==> src/rtl/instruction_fetch_pkg.sv <==
// Shared types and defaults for the instruction fetch stage: FSM states,
// redirect controls from decode and the boot/timeout defaults.
package instruction_fetch_pkg;

  localparam logic [31:0] DEFAULT_RESET_PC = 32'h0040_0000;
  localparam int unsigned DEFAULT_TIMEOUT  = 255;

  typedef enum logic [1:0] {
    FS_BOOT,
    FS_FETCH,
    FS_VALID,
    FS_HALT
  } fetch_state_t;

  // Redirect requests from decode, highest priority first.
  typedef struct packed {
    logic jump_reg;
    logic jump;
    logic branch;
  } redirect_t;

  function automatic logic is_misaligned(input logic [1:0] addr_lsbs);
    return addr_lsbs != 2'b00;
  endfunction

endpackage

==> src/rtl/instruction_fetch_if.sv <==
// Instruction memory request/acknowledge bus between fetch (master) and
// instruction memory (slave).
interface instruction_fetch_if;
  logic        imem_req;
  logic [31:0] imem_addr;
  logic        imem_ack;
  logic [31:0] imem_rdata;

  modport master (
    output imem_req,
    output imem_addr,
    input  imem_ack,
    input  imem_rdata
  );

  modport slave (
    input  imem_req,
    input  imem_addr,
    output imem_ack,
    output imem_rdata
  );
endinterface

==> src/rtl/instruction_fetch_next_pc_calc.sv <==
// Combinational next-PC selection for a retiring instruction: jr/jalr, j/jal,
// taken branch or sequential, plus an alignment flag on the chosen target.
module instruction_fetch_next_pc_calc
  import instruction_fetch_pkg::*;
(
  input  logic [31:0] pc,
  input  logic [25:0] target,
  input  logic [31:0] rs_data,
  input  redirect_t   redirect,
  output logic [31:0] next_pc,
  output logic        misaligned
);

  logic [31:0] pc4;
  logic [31:0] branch_off;

  assign pc4        = pc + 32'd4;
  assign branch_off = {{14{target[15]}}, target[15:0], 2'b00};

  // NOTE: next_pc gets a default before the priority chain so no path can
  // leave it unassigned and infer a latch.
  always_comb begin
    next_pc = pc4;
    if (redirect.jump_reg) begin
      next_pc = rs_data;
    end else if (redirect.jump) begin
      next_pc = {pc4[31:28], target, 2'b00};
    end else if (redirect.branch) begin
      next_pc = pc4 + branch_off;
    end
  end

  assign misaligned = is_misaligned(next_pc[1:0]);

endmodule

==> src/rtl/instruction_fetch.sv <==
// Multi-cycle fetch stage: owns the PC, fetches over a req/ack bus, holds the
// instruction for decode, applies redirects and counts retired instructions.
module instruction_fetch
  import instruction_fetch_pkg::*;
#(
  parameter logic [31:0] RESET_PC = DEFAULT_RESET_PC,
  parameter int unsigned TIMEOUT  = DEFAULT_TIMEOUT
) (
  input  logic                clk,
  input  logic                rst_n,
  input  logic                stall,
  input  logic                branch_en,
  input  logic                jump_en,
  input  logic                jump_reg_en,
  input  logic [31:0]         rs_data,
  instruction_fetch_if.master imem,
  output logic [31:0]         pc,
  output logic [31:0]         instr,
  output logic                instr_valid,
  output logic                fetch_fault,
  output logic [31:0]         retire_count
);

  localparam int               TMO_W    = $clog2(TIMEOUT + 1);
  localparam logic [TMO_W-1:0] TMO_LAST = TMO_W'(TIMEOUT - 1);

  fetch_state_t     state;
  logic [TMO_W-1:0] tmo;
  redirect_t        redirect;
  logic [31:0]      next_pc;
  logic             misaligned;

  assign redirect = '{jump_reg: jump_reg_en, jump: jump_en, branch: branch_en};

  instruction_fetch_next_pc_calc u_next_pc (
    .pc         (pc),
    .target     (instr[25:0]),
    .rs_data    (rs_data),
    .redirect   (redirect),
    .next_pc    (next_pc),
    .misaligned (misaligned)
  );

  // Decoded straight from the state register so reset drops the request at once.
  assign imem.imem_req  = (state == FS_FETCH);
  assign imem.imem_addr = pc;
  assign instr_valid    = (state == FS_VALID);

  // NOTE: all state here uses non-blocking assignments so every register
  // samples pre-edge values, independent of statement order.
  always_ff @(posedge clk or negedge rst_n) begin
    if (!rst_n) begin
      state        <= FS_BOOT;
      pc           <= RESET_PC;
      instr        <= '0;
      fetch_fault  <= 1'b0;
      retire_count <= '0;
      tmo          <= '0;
    end else begin
      case (state)
        FS_BOOT: state <= FS_FETCH;

        FS_FETCH: begin
          if (imem.imem_ack) begin
            instr <= imem.imem_rdata;
            tmo   <= '0;
            state <= FS_VALID;
          end else if (tmo == TMO_LAST) begin
            fetch_fault <= 1'b1;
            state       <= FS_HALT;
          end else begin
            tmo <= tmo + TMO_W'(1);
          end
        end

        FS_VALID: begin
          if (!stall) begin
            retire_count <= retire_count + 32'd1;
            // A misaligned target still retires the current instruction.
            if (misaligned) begin
              fetch_fault <= 1'b1;
              state       <= FS_HALT;
            end else begin
              pc    <= next_pc;
              state <= FS_FETCH;
            end
          end
        end

        FS_HALT: state <= FS_HALT;

        default: state <= FS_HALT;
      endcase
    end
  end

endmodule

==> src/flat_wrapper.sv <==
// flat-port wrapper written by rule: the top's interface ports become plain ports
module instruction_fetch_flat import instruction_fetch_pkg::*;
#(
  parameter logic [31:0] RESET_PC = DEFAULT_RESET_PC,
  parameter int unsigned TIMEOUT  = DEFAULT_TIMEOUT
)
  (clk, rst_n, stall, branch_en, jump_en, jump_reg_en, rs_data, pc, instr, instr_valid, fetch_fault, retire_count, imem_imem_req, imem_imem_addr, imem_imem_ack, imem_imem_rdata);
  instruction_fetch_if imem_i ();
  input  logic clk;
  input  logic rst_n;
  input  logic stall;
  input  logic branch_en;
  input  logic jump_en;
  input  logic jump_reg_en;
  input  logic [31:0] rs_data;
  output logic [31:0] pc;
  output logic [31:0] instr;
  output logic instr_valid;
  output logic fetch_fault;
  output logic [31:0] retire_count;
  output wire logic [$bits(imem_i.imem_req)-1:0] imem_imem_req;
  output wire logic [$bits(imem_i.imem_addr)-1:0] imem_imem_addr;
  input wire logic [$bits(imem_i.imem_ack)-1:0] imem_imem_ack;
  input wire logic [$bits(imem_i.imem_rdata)-1:0] imem_imem_rdata;
  assign imem_imem_req = imem_i.imem_req;
  assign imem_imem_addr = imem_i.imem_addr;
  assign imem_i.imem_ack = imem_imem_ack;
  assign imem_i.imem_rdata = imem_imem_rdata;
  instruction_fetch #(.RESET_PC(RESET_PC), .TIMEOUT(TIMEOUT)) u_core (.clk(clk), .rst_n(rst_n), .stall(stall), .branch_en(branch_en), .jump_en(jump_en), .jump_reg_en(jump_reg_en), .rs_data(rs_data), .imem(imem_i), .pc(pc), .instr(instr), .instr_valid(instr_valid), .fetch_fault(fetch_fault), .retire_count(retire_count));
endmodule
==> config.mk <==
export PLATFORM = sky130hd
export DESIGN_NAME = instruction_fetch_flat
export DESIGN_NICKNAME = d
export VERILOG_FILES = /design/src/rtl/instruction_fetch_pkg.sv /design/src/rtl/instruction_fetch_if.sv /design/src/rtl/instruction_fetch_next_pc_calc.sv /design/src/rtl/instruction_fetch.sv /design/src/flat_wrapper.sv
export SDC_FILE = /design/constraint.sdc
export NUM_CORES = 1
export LEC_CHECK = 0
export BUFFER_PORTS_ARGS = -buffer_cell sky130_fd_sc_hd__clkbuf_2
export CAP_MARGIN = 20
export CORE_MARGIN = 2
export CORE_UTILIZATION = 55
export CTS_BUF_LIST = sky130_fd_sc_hd__clkbuf_4 sky130_fd_sc_hd__clkbuf_8
export DETAILED_ROUTE_END_ITERATION = 10
export PLACE_DENSITY = 0.83
export SYNTH_ARGS = -nofsm -noshare
export SYNTH_HDL_FRONTEND = slang
export SYNTH_SLANG_ARGS = --single-unit
export TNS_END_PERCENT = 100
==> constraint.sdc <==
create_clock -name clk -period 5.3 [get_ports clk]
set_input_delay 0.53 -clock clk [delete_from_list [all_inputs] [get_ports clk]]
set_output_delay 0.53 -clock clk [all_outputs]
set_load 0.03 [all_outputs]
After elaboration in Yosys (flattened, before gate mapping)
Cells that the tools add are included.
Storage, ports and cells
  output and inout port bits: 131
  bits in registers: 107
  ROM bits: 0
  word-level logic and storage cells: 46
  memories: 0
  bits in writable memories: 0
  latch bits: 0
  bits of input ports: 71
Operators by class
  mux-type cells: 15
  div/mod/pow operators: 0
  order comparisons: 0
  reduce and logical (&&, ||, !) cells: 9
  add/sub/neg operators: 4
  multipliers: 0
  equal/unequal tests: 10
  bitwise gates (word level): 2
  shifts and indexed selects: 0
Operators by type and width (count)
  2-to-1 mux 32 bit: 3
  adder 32 x 1 -> 32 bit, second input constant: 1
  adder 32 x 3 -> 32 bit, second input constant: 1
  adder 32 bit: 1
  2-to-1 mux 8 bit: 2
  adder 8 x 1 -> 8 bit, second input constant: 1
  equality test 8 bit, second input constant: 1
  2-to-1 mux 2 bit: 4
  one-hot mux 2 bit (4 select lines): 1
  AND reduction 2 bit: 4
  != test 2 bit, second input constant: 3
  AND reduction 5 bit: 1
  equality test 2 bit, second input constant: 2
  2-to-1 mux 1 bit: 4
  != test 2 x 1 -> 1 bit, second input constant: 2
  nonzero test 2 bit: 2
  != test 3 x 1 -> 1 bit, second input constant: 1
  AND reduction 3 bit: 1
  equality test 2 x 1 -> 1 bit, second input constant: 1
  logical NOT 2 bit: 1
  inverter 1 bit: 2
  one-hot mux 1 bit (2 select lines): 1

Depth between registers and ports, before layout
Gate-level depths: netlist of run 1.
  depth after elaboration: 9
  depth in mapped cells: 16
  depth with buffers taken out: 16

Cells and area by module
A second synthesis of run 1 with hierarchy kept.
Second synthesis, totals
  cell total of the unflattened synthesis: 918
  area total of the unflattened synthesis: 8030.2 sq um
By module, submodules not included
  instruction_fetch: cells an instance 429, instances 1, area an instance 4795.8 sq um
  instruction_fetch_next_pc_calc: cells an instance 489, instances 1, area an instance 3234.4 sq um

Least setup slack after synthesis of run 1
Ideal clock, no wire load.
  kind: reg-to-reg
  from: register u_core.pc[10], in the netlist u_core.imem.imem_addr[10]
  to: register u_core.pc[31], in the netlist u_core.imem.imem_addr[31]
  setup time: 0.069 ns
  period minus slack after synthesis: 3.981 ns
  path buffers: 0
  data arrival time: 3.912 ns
  setup slack: 1.319 ns
  cell stages (with the launch flop): 15
  data required time: 5.231 ns
  cell sequence: dfrtp_1 -> and4_1 -> and3_1 -> nand4_2 -> or3_1 -> xnor2_1 -> ha_1 -> and3_1 -> and3_1 -> and3_1 -> a221o_1 -> o21ai_1 -> xor2_1 -> or4_1 -> nand3_1
On the way
  longest elaborated chain between the ends: 5
RTL lines
  start: declaration: RTL line instruction_fetch.sv:17  | output logic [31:0] pc,
  start signal: assignment: RTL line instruction_fetch.sv:84  | pc <= next_pc;
  adder 32 x 3 -> 32 bit *: RTL line instruction_fetch_next_pc_calc.sv:17  | assign pc4 = pc + 32'd4;
  adder 32 bit: RTL line instruction_fetch_next_pc_calc.sv:29  | next_pc = pc4 + branch_off;
  2-to-1 mux 32 bit: RTL line instruction_fetch_next_pc_calc.sv:28  | end else if (redirect.branch) begin
  2-to-1 mux 32 bit *: RTL line instruction_fetch_next_pc_calc.sv:26  | end else if (redirect.jump) begin
  2-to-1 mux 32 bit *: RTL line instruction_fetch_next_pc_calc.sv:24  | if (redirect.jump_reg) begin
Every way passes the cells marked *; elsewhere a longest branch is shown, timed or not.
A chain may end at the register's enable or synchronous reset.

Worst setup path in the final report of run 1
  from: register u_core.pc[4], in the netlist u_core.imem.imem_addr[4]
  to: register u_core.pc[31], in the netlist u_core.imem.imem_addr[31]
The elaborated chain is that of the path after synthesis.

==> results of run 1 <==
[power by group through the flow]
stage          Combinational [mW]  Sequential (mW)  Clock [mW]
6_report                     2.23             1.24       0.521
3_5_place_dp                 2.19             1.25           0
2_1_floorplan                1.42             1.50           0
4_1_cts                      2.21             1.24       0.530
3_3_place_gp                 2.18             1.24           0
5_1_grt                      2.42             1.27       0.557
[final timing paths]
kind	from	to	slack, ps	depth (start not counted)
max	u_core.imem.imem_addr[4]$_DFFE_PN0P_	u_core.imem.imem_addr[31]$_DFFE_PN0P_	1140	14
min	rst_n	u_core.imem.imem_addr[3]$_DFFE_PN0P_	260	1
max reg2reg	u_core.imem.imem_addr[4]$_DFFE_PN0P_	u_core.imem.imem_addr[31]$_DFFE_PN0P_	1140	14
min reg2reg	u_core.retire_count[31]$_DFFE_PN0P_	u_core.retire_count[31]$_DFFE_PN0P_	490	1
max in group asynchronous	rst_n	u_core.imem.imem_addr[30]$_DFFE_PN0P_	4030	2
min in group clk	imem_imem_rdata[7]	u_core.instr[7]$_DFFE_PN0P_	350	2
[worst max-delay path, delay by kind of cell, from the launching register on]
kind	cells	cell delay (ps)
AOI/OAI and AO/OA	2	530
xor gates and xnor gates	2	360
adders and majority gates	1	330
DFF	1	520
and+or+nand+nor	9	2360
[layout make-up]
class | instances | area (um^2)
clock buffers | 10 | 131.4
clock inverters | 6 | 67.56
fillers | 1118 | 4637
inverters | 20 | 75.07
multi-input cells | 644 | 4327
flip-flops and latches | 107 | 2679
well taps | 176 | 220.2
repair buffers | 207 | 1054
[metal layers]
| metal | track usage [%] | vias to the layer above | wire length, um |
|---|---|---|---|
| met3 | 6.179 | 29 | 1356 |
| met5 | 0 | - | 0 |
| li1 | - | 3256 | - |
| met4 | 8.382 | 0 | 399 |
| met1 | 39.48 | 3273 | 9007 |
| met2 | 49.96 | 243 | 10250 |
[kinds of logic after synthesis]
| kind of cell | Yosys count | synth area share [%] |
|---|---|---|
| muxes | 46 | 6.744 |
| AOI/OAI and AO/OA | 199 | 16.69 |
| DFF | 107 | 36.10 |
| xor gates and xnor gates | 87 | 10.27 |
| and+or+nand+nor | 271 | 17.50 |
| adders and majority gates | 41 | 7.014 |
| buffers and inverters | 80 | 5.682 |
[synth_stat cells, types with 5 or more instances]
master,instances
and3_1,21
nor2b_1,5
or2_2,7
nor3_1,16
a211oi_1,9
xnor2_1,53
clkbuf_1,20
ha_1,40
and2_1,8
mux2i_1,14
dfrtp_1,106
xor2_1,34
inv_1,20
or3_1,6
nand2_1,73
nand3_1,35
mux2_2,32
buf_1,7
nor2_1,67
a21oi_1,58
nand2b_1,9
o21ai_0,56
o31ai_1,5
o211ai_1,5
a21o_1,18
a31oi_1,6
a221oi_1,6
buf_4,32
nand4_1,15
o22ai_1,9
[state kept, by name, indices dropped and copies added (netlist names)]
name                   count
u_core.tmo                 8
u_core.imem.imem_addr     32
u_core.instr              32
u_core.fetch_fault         1
u_core.state               2
u_core.retire_count       32
[stage by stage]
| step | power [mW] | cells |
|---|---|---|
| after floorplan | 2.923 | 831 |
| after global placement | 3.417 | 1154 |
| after detailed placement | 3.442 | 1154 |
| after CTS | 3.974 | 1170 |
| after global routing | 4.245 | 1170 |
| final | 3.987 | 1170 |
[cells in the final DEF, fill, tap and decap left out, types with 9 or more instances in the layout]
cell type / n
xnor2_1: 53
xor2_1: 34
nand2b_1: 9
nor3_1: 15
clkbuf_8: 9
mux2i_1: 14
nor2_1: 67
nand3_1: 35
nand2_1: 73
clkbuf_2: 200
a21oi_1: 58
nand4_1: 15
a21o_1: 18
inv_1: 20
o22ai_1: 9
ha_1: 40
a211oi_1: 9
dfrtp_1: 106
o21ai_0: 56
and3_1: 21
mux2_2: 32
==> flow_summary.json, run 1 <==
{
  "status": "finished, final reports clean",
  "rsz0062_at_grt": "false",
  "clkLatencyLatePin_ps": 400,
  "cts_hold_buf": 0,
  "startpoint_type": "flop",
  "ys.flop_type": "dfrtp_1",
  "fp.dieW_um": 120.2,
  "synth-seq-area-share_pct": 36.10,
  "yosysWarnings": 0,
  "cts_root_buffer": "clkbuf_8",
  "overflow": 0,
  "path_clk_slew_ps": 110,
  "syn-num-nets": 943,
  "cts_buffers": 9,
  "synthArstFlopShare_pct": 100.0,
  "clkPwrFrac_pct": 13.1,
  "yosys.area.top_type_share_pct": 35.74,
  "final_util_pct": 64.85,
  "crit_path_cell_trace": "nand3_1, nor2_1, nand3_1, or3_1, xnor2_1, ha_1, and3_1, and3_1, and3_1, a221o_1, o21ai_1, xor2_1, or4_1, nand3_1",
  "slew_headroom_pct": 25.96,
  "p_leak_nw": 4.273,
  "finalHoldViolations": 0,
  "cp_slowest_cell": "dfrtp_1",
  "p_per_area_mw_per_mm2": 466.1,
  "vias_per_cell": 5.813,
  "critPathArrivalTime_ps": 4490,
  "dpl_cell_area_mm2": 0.008354,
  "grt_max_degree": 76,
  "grt_pass1_wl_um": 34220,
  "drt_wl_total_um": 21010,
  "fmax_ghz": 0.2405,
  "slowest_delay_ps": 520,
  "p_switching_mw": 1.994,
  "remaining_drc_errors": 0,
  "cts_tree": "built",
  "start_util_pct": 56.26,
  "clock_path_buffers": 2,
  "antenna_found_initial": 0,
  "postLayoutCellArea_mm2": 0.008553,
  "gp_congestion": 0.9668,
  "nets": 1101,
  "dieHeight_um": 120.2,
  "yosysTopAreaCell": "dfrtp_1",
  "area_growth_pct": 15.26,
  "p_sw_share_pct": 50.00,
  "synth_edf_count": 0,
  "ctsResizeCount": 0,
  "place_worst_setup_slack_ps": 1237,
  "cts-htree-levels": 3,
  "irDropWorstVdd_uv": 295.4,
  "drive_gt1_share_pct": 27.16,
  "post_cts_buffers": 0,
  "fin_ws_ps": 1143,
  "fp.coreArea_mm2": 0.01319,
  "worst_pin_slew_ps": 1107,
  "clock_skew_ps": 14.84,
  "ys_types": 55,
  "synth_seq_cells": 107,
  "syn_area_mm2": 0.007421,
  "vias": 6801,
  "hold_class": "in -> async",
  "netlist_instances": 831,
  "post-route-period-util_pct": 78.44,
  "port_buffers": 201,
  "fin_crit_ps": 4157,
  "fin_setup_tns_ps": 0,
  "worst_ep_required_time_ps": 5630,
  "clock_sinks": 107,
  "synth_area_leaders": "dfrtp_1, ha_1, xnor2_1",
  "drtAntennaViolNets": 0,
  "dieArea_mm2": 0.01444,
  "finalSetupViolCount": 0,
  "diodes": 0,
  "grt_pass1_vias": 6773,
  "drv_slew": 0,
  "detail_route.wl_per_cell_um": 17.96,
  "first_pass_iters": 5,
  "seqPwrFrac_pct": 31.1,
  "rows": 42,
  "dpl.hpwl_um": 15620,
  "max_cap_viol_count": 0,
  "io_pins": 202,
  "syn_area_per_cell_um2": 8.930,
  "criticalPathCategory": "reg -> reg",
  "worst-path-max-fanout": 8,
  "hold_slack_ps": 260.8,
  "cp-end-kind": "flop",
  "p_int_mw": 1.993,
  "track_usage_pct": 29.94,
  "power_frac_comb_pct": 55.8,
  "drt_iter0_markers": 438
}
Note: power is estimated with default switching activity, not from simulation.
==> run 2, diff against run 1 <==
ABC_AREA = 1   (was not set)
CORE_UTILIZATION = 57   (was 55)
PLACE_DENSITY = 0.84   (was 0.83)
clock period = 3.9 ns   (was 5.3 ns; I/O delays follow)
==> flow_summary.json, run 2 <==
{
  "fin_crit_ps": 3608,
  "rrSetupSlack_ps": 290,
  "cp-end-kind": "flop",
  "fin_setup_tns_ps": 0,
  "synth_seq_cells": 107,
  "post-route-period-util_pct": 92.53,
  "nets": 1625,
  "hold_depth": 3,
  "p_leak_nw": 5.740,
  "final_util_pct": 65.43,
  "grt_pass1_wl_um": 45040,
  "syn_area_mm2": 0.008668,
  "drv_slew": 0,
  "remaining_drc_errors": 0,
  "drive_gt1_share_pct": 16.67,
  "yosysTopAreaCell": "dfrtp_1",
  "vias_per_cell": 5.427,
  "yosysWarnings": 0,
  "worstHoldStart": "imem_imem_rdata[26]",
  "vias": 9258,
  "cts_root_buffer": "clkbuf_8",
  "post_cts_buffers": 0,
  "synth.most_common_cell": "nand2_1",
  "path_clk_slew_ps": 110,
  "cts_hold_buf": 1,
  "reg2regPathDepth": 20,
  "synth_area_leaders": "dfrtp_1, nand2_1, inv_1",
  "irDropWorstVdd_uv": 503.5,
  "hold_class": "in -> reg",
  "p_total_mw": 7.760,
  "criticalPathCategory": "reg -> reg",
  "rows": 45,
  "path_buf_inv": 3,
  "overflow": 0,
  "slew_headroom_pct": 40.68,
  "clock_sinks": 107,
  "grt_max_degree": 53,
  "fillCellCount": 1438,
  "p_per_area_mw_per_mm2": 788.9,
  "diodes": 0,
  "layout_common_cells": "nand2_1, clkbuf_2, inv_1",
  "fmax_ghz": 0.2771,
  "dp.cells": 1688,
  "drt_wl_total_um": 27990,
  "ys.flop_type": "dfrtp_1",
  "layout_commonest_cell": "nand2_1",
  "status": "finished, final reports clean",
  "holdPathEnd": "u_core.instr[26]$_DFFE_PN0P_",
  "ctsResizeCount": 0,
  "ys_types": 43,
  "gp_congestion": 1.048,
  "cts_tree": "built",
  "clock_skew_ps": 18.37,
  "dpl.hpwl_um": 22500,
  "critical_path.top_delay_family": "simple AND/OR/NAND/NOR gates",
  "slowest_delay_ps": 480,
  "port_buffers": 201,
  "syn_area_per_cell_um2": 6.416,
  "io_pins": 202,
  "drtAntennaViolNets": 0,
  "worst_ep_required_time_ps": 4180,
  "crit_path_cell_trace": "ha_1, nand2_1, inv_1, nand3_1, nor2_2, nand2_1, xor2_1, inv_1, ha_1, nand2_1, nor2_1, nand2_1, nand2_1, inv_1, nand3_1, nand2_1, o21ai_0, nand2_1, nand2_1, nand2_1",
  "cts-htree-levels": 3,
  "first_pass_iters": 6,
  "dieHeight_um": 127.3,
  "synth_commonest_cells": "nand2_1, inv_1, nor2_1",
  "worst_pin_slew_ps": 888.5,
  "clkLatencyLatePin_ps": 390,
  "worst_path_most_repeated_cell": "nand2_1",
  "cts_buffers": 9,
  "antenna_found_initial": 0,
  "synth-seq-area-share_pct": 30.90,
  "fp.coreArea_mm2": 0.01503,
  "startpoint_type": "flop",
  "yosys.area.top_type_share_pct": 30.60,
  "r2r-start": "u_core.imem.imem_addr[3]$_DFFE_PN0P_",
  "layoutNonFillerInstCount": 1706,
  "finalHoldViolations": 0,
  "syn-num-nets": 1463,
  "critPathArrivalTime_ps": 3880,
  "r2r_end": "u_core.imem.imem_addr[19]$_DFFE_PN0P_",
  "rsz0062_at_grt": "false",
  "max_cap_viol_count": 0,
  "track_usage_pct": 35.28,
  "netlist_instances": 1351,
  "clock_path_buffers": 2,
  "start_util_pct": 57.66,
  "grt_pass1_vias": 8646,
  "synthArstFlopShare_pct": 100.0,
  "detail_route.wl_per_cell_um": 16.41,
  "finalSetupViolCount": 0,
  "worst-path-max-fanout": 7,
  "drt_iter0_markers": 1097,
  "dieArea_mm2": 0.01621,
  "area_growth_pct": 13.48,
  "fp.dieW_um": 127.3,
  "cp_slowest_cell": "dfrtp_1",
  "synth_edf_count": 0
}
## run 2: cell types whose count changed after synthesis, moves of 20 or more
cell     change
nand3_1     +48
nor2_1      +57
nand2_1    +414
and3_1      -20
mux2_2      -32
xnor2_1     -42
inv_1      +156
## run 2: power breakdown
part,switching [mW],internal [mW],leakage [nW],total (mW)
clock network,0.412,0.266,0.0990,0.678
logic,3.51,1.55,4.32,5.06
registers,0.575,1.45,1.32,2.02
## run 2: kinds of logic after synthesis
| group | synth area share, % |
|---|---|
| and+or+nand+nor | 37.41 |
| buffers and inverters | 11.81 |
| AOI/OAI and AO/OA | 8.617 |
| DFF | 30.90 |
| xor gates and xnor gates | 5.254 |
| adders and majority gates | 6.005 |
## run 2: how the worst max path moves through the flow
stage          depth (start not counted)                                 start  slack, ps                               endpoint
6_report                              20  u_core.imem.imem_addr[3]$_DFFE_PN0P_        290  u_core.imem.imem_addr[19]$_DFFE_PN0P_
5_1_grt                               20  u_core.imem.imem_addr[3]$_DFFE_PN0P_         40  u_core.imem.imem_addr[19]$_DFFE_PN0P_
4_1_cts                               20  u_core.imem.imem_addr[3]$_DFFE_PN0P_        380  u_core.imem.imem_addr[19]$_DFFE_PN0P_
3_5_place_dp                          20  u_core.imem.imem_addr[2]$_DFFE_PN0P_        410  u_core.imem.imem_addr[19]$_DFFE_PN0P_
3_3_place_gp                          20  u_core.imem.imem_addr[2]$_DFFE_PN0P_        420  u_core.imem.imem_addr[19]$_DFFE_PN0P_
2_1_floorplan                         20  u_core.imem.imem_addr[2]$_DFFE_PN0P_        990  u_core.imem.imem_addr[27]$_DFFE_PN0P_
## run 2: layout make-up
class	instances	area, um^2	share of cell area [%]
Sequential cell	107	2679	27.23
Multi-Input combinational cell	1005	4966	50.48
Clock buffer	11	145.1	1.475
Inverter	179	671.9	6.830
Timing Repair Buffer	211	1094	11.12
Tap cell	188	235.2	2.391
Clock inverter	5	46.29	0.4706
## run 2: worst register-to-register path, cell delays in order, from the launching register on
cell and delay [ps]:
dfrtp_1 480, ha_1 210, nand2_1 60, inv_1 90, nand3_1 230, nor2_2 280
nand2_1 100, xor2_1 240, inv_1 90, ha_1 410, nand2_1 130, nor2_1 210
nand2_1 100, nand2_1 110, inv_1 70, nand3_1 80, nand2_1 50, o21ai_0 340
nand2_1 90, nand2_1 70, nand2_1 50
## run 2: layer usage
| metal | routed length (um) | vias up | global-route usage (%) |
|---|---|---|---|
| met4 | 711 | 0 | 9.308 |
| met1 | 12060 | 4240 | 49.37 |
| met2 | 12930 | 441 | 56.75 |
| li1 | - | 4526 | - |
| met5 | 0 | - | 0 |
| met3 | 2285 | 51 | 6.407 |
## run 2: through the flow
step	worst slack, ps	hold slack (ps)	area (um^2)
2_1_floorplan	989.5	94.41	8668
6_report	291.5	183.9	9837
3_3_place_gp	418.6	406.2	9620
4_1_cts	383.6	173.8	9822
3_5_place_dp	408.3	408.0	9620
5_1_grt	41.35	187.5	9837
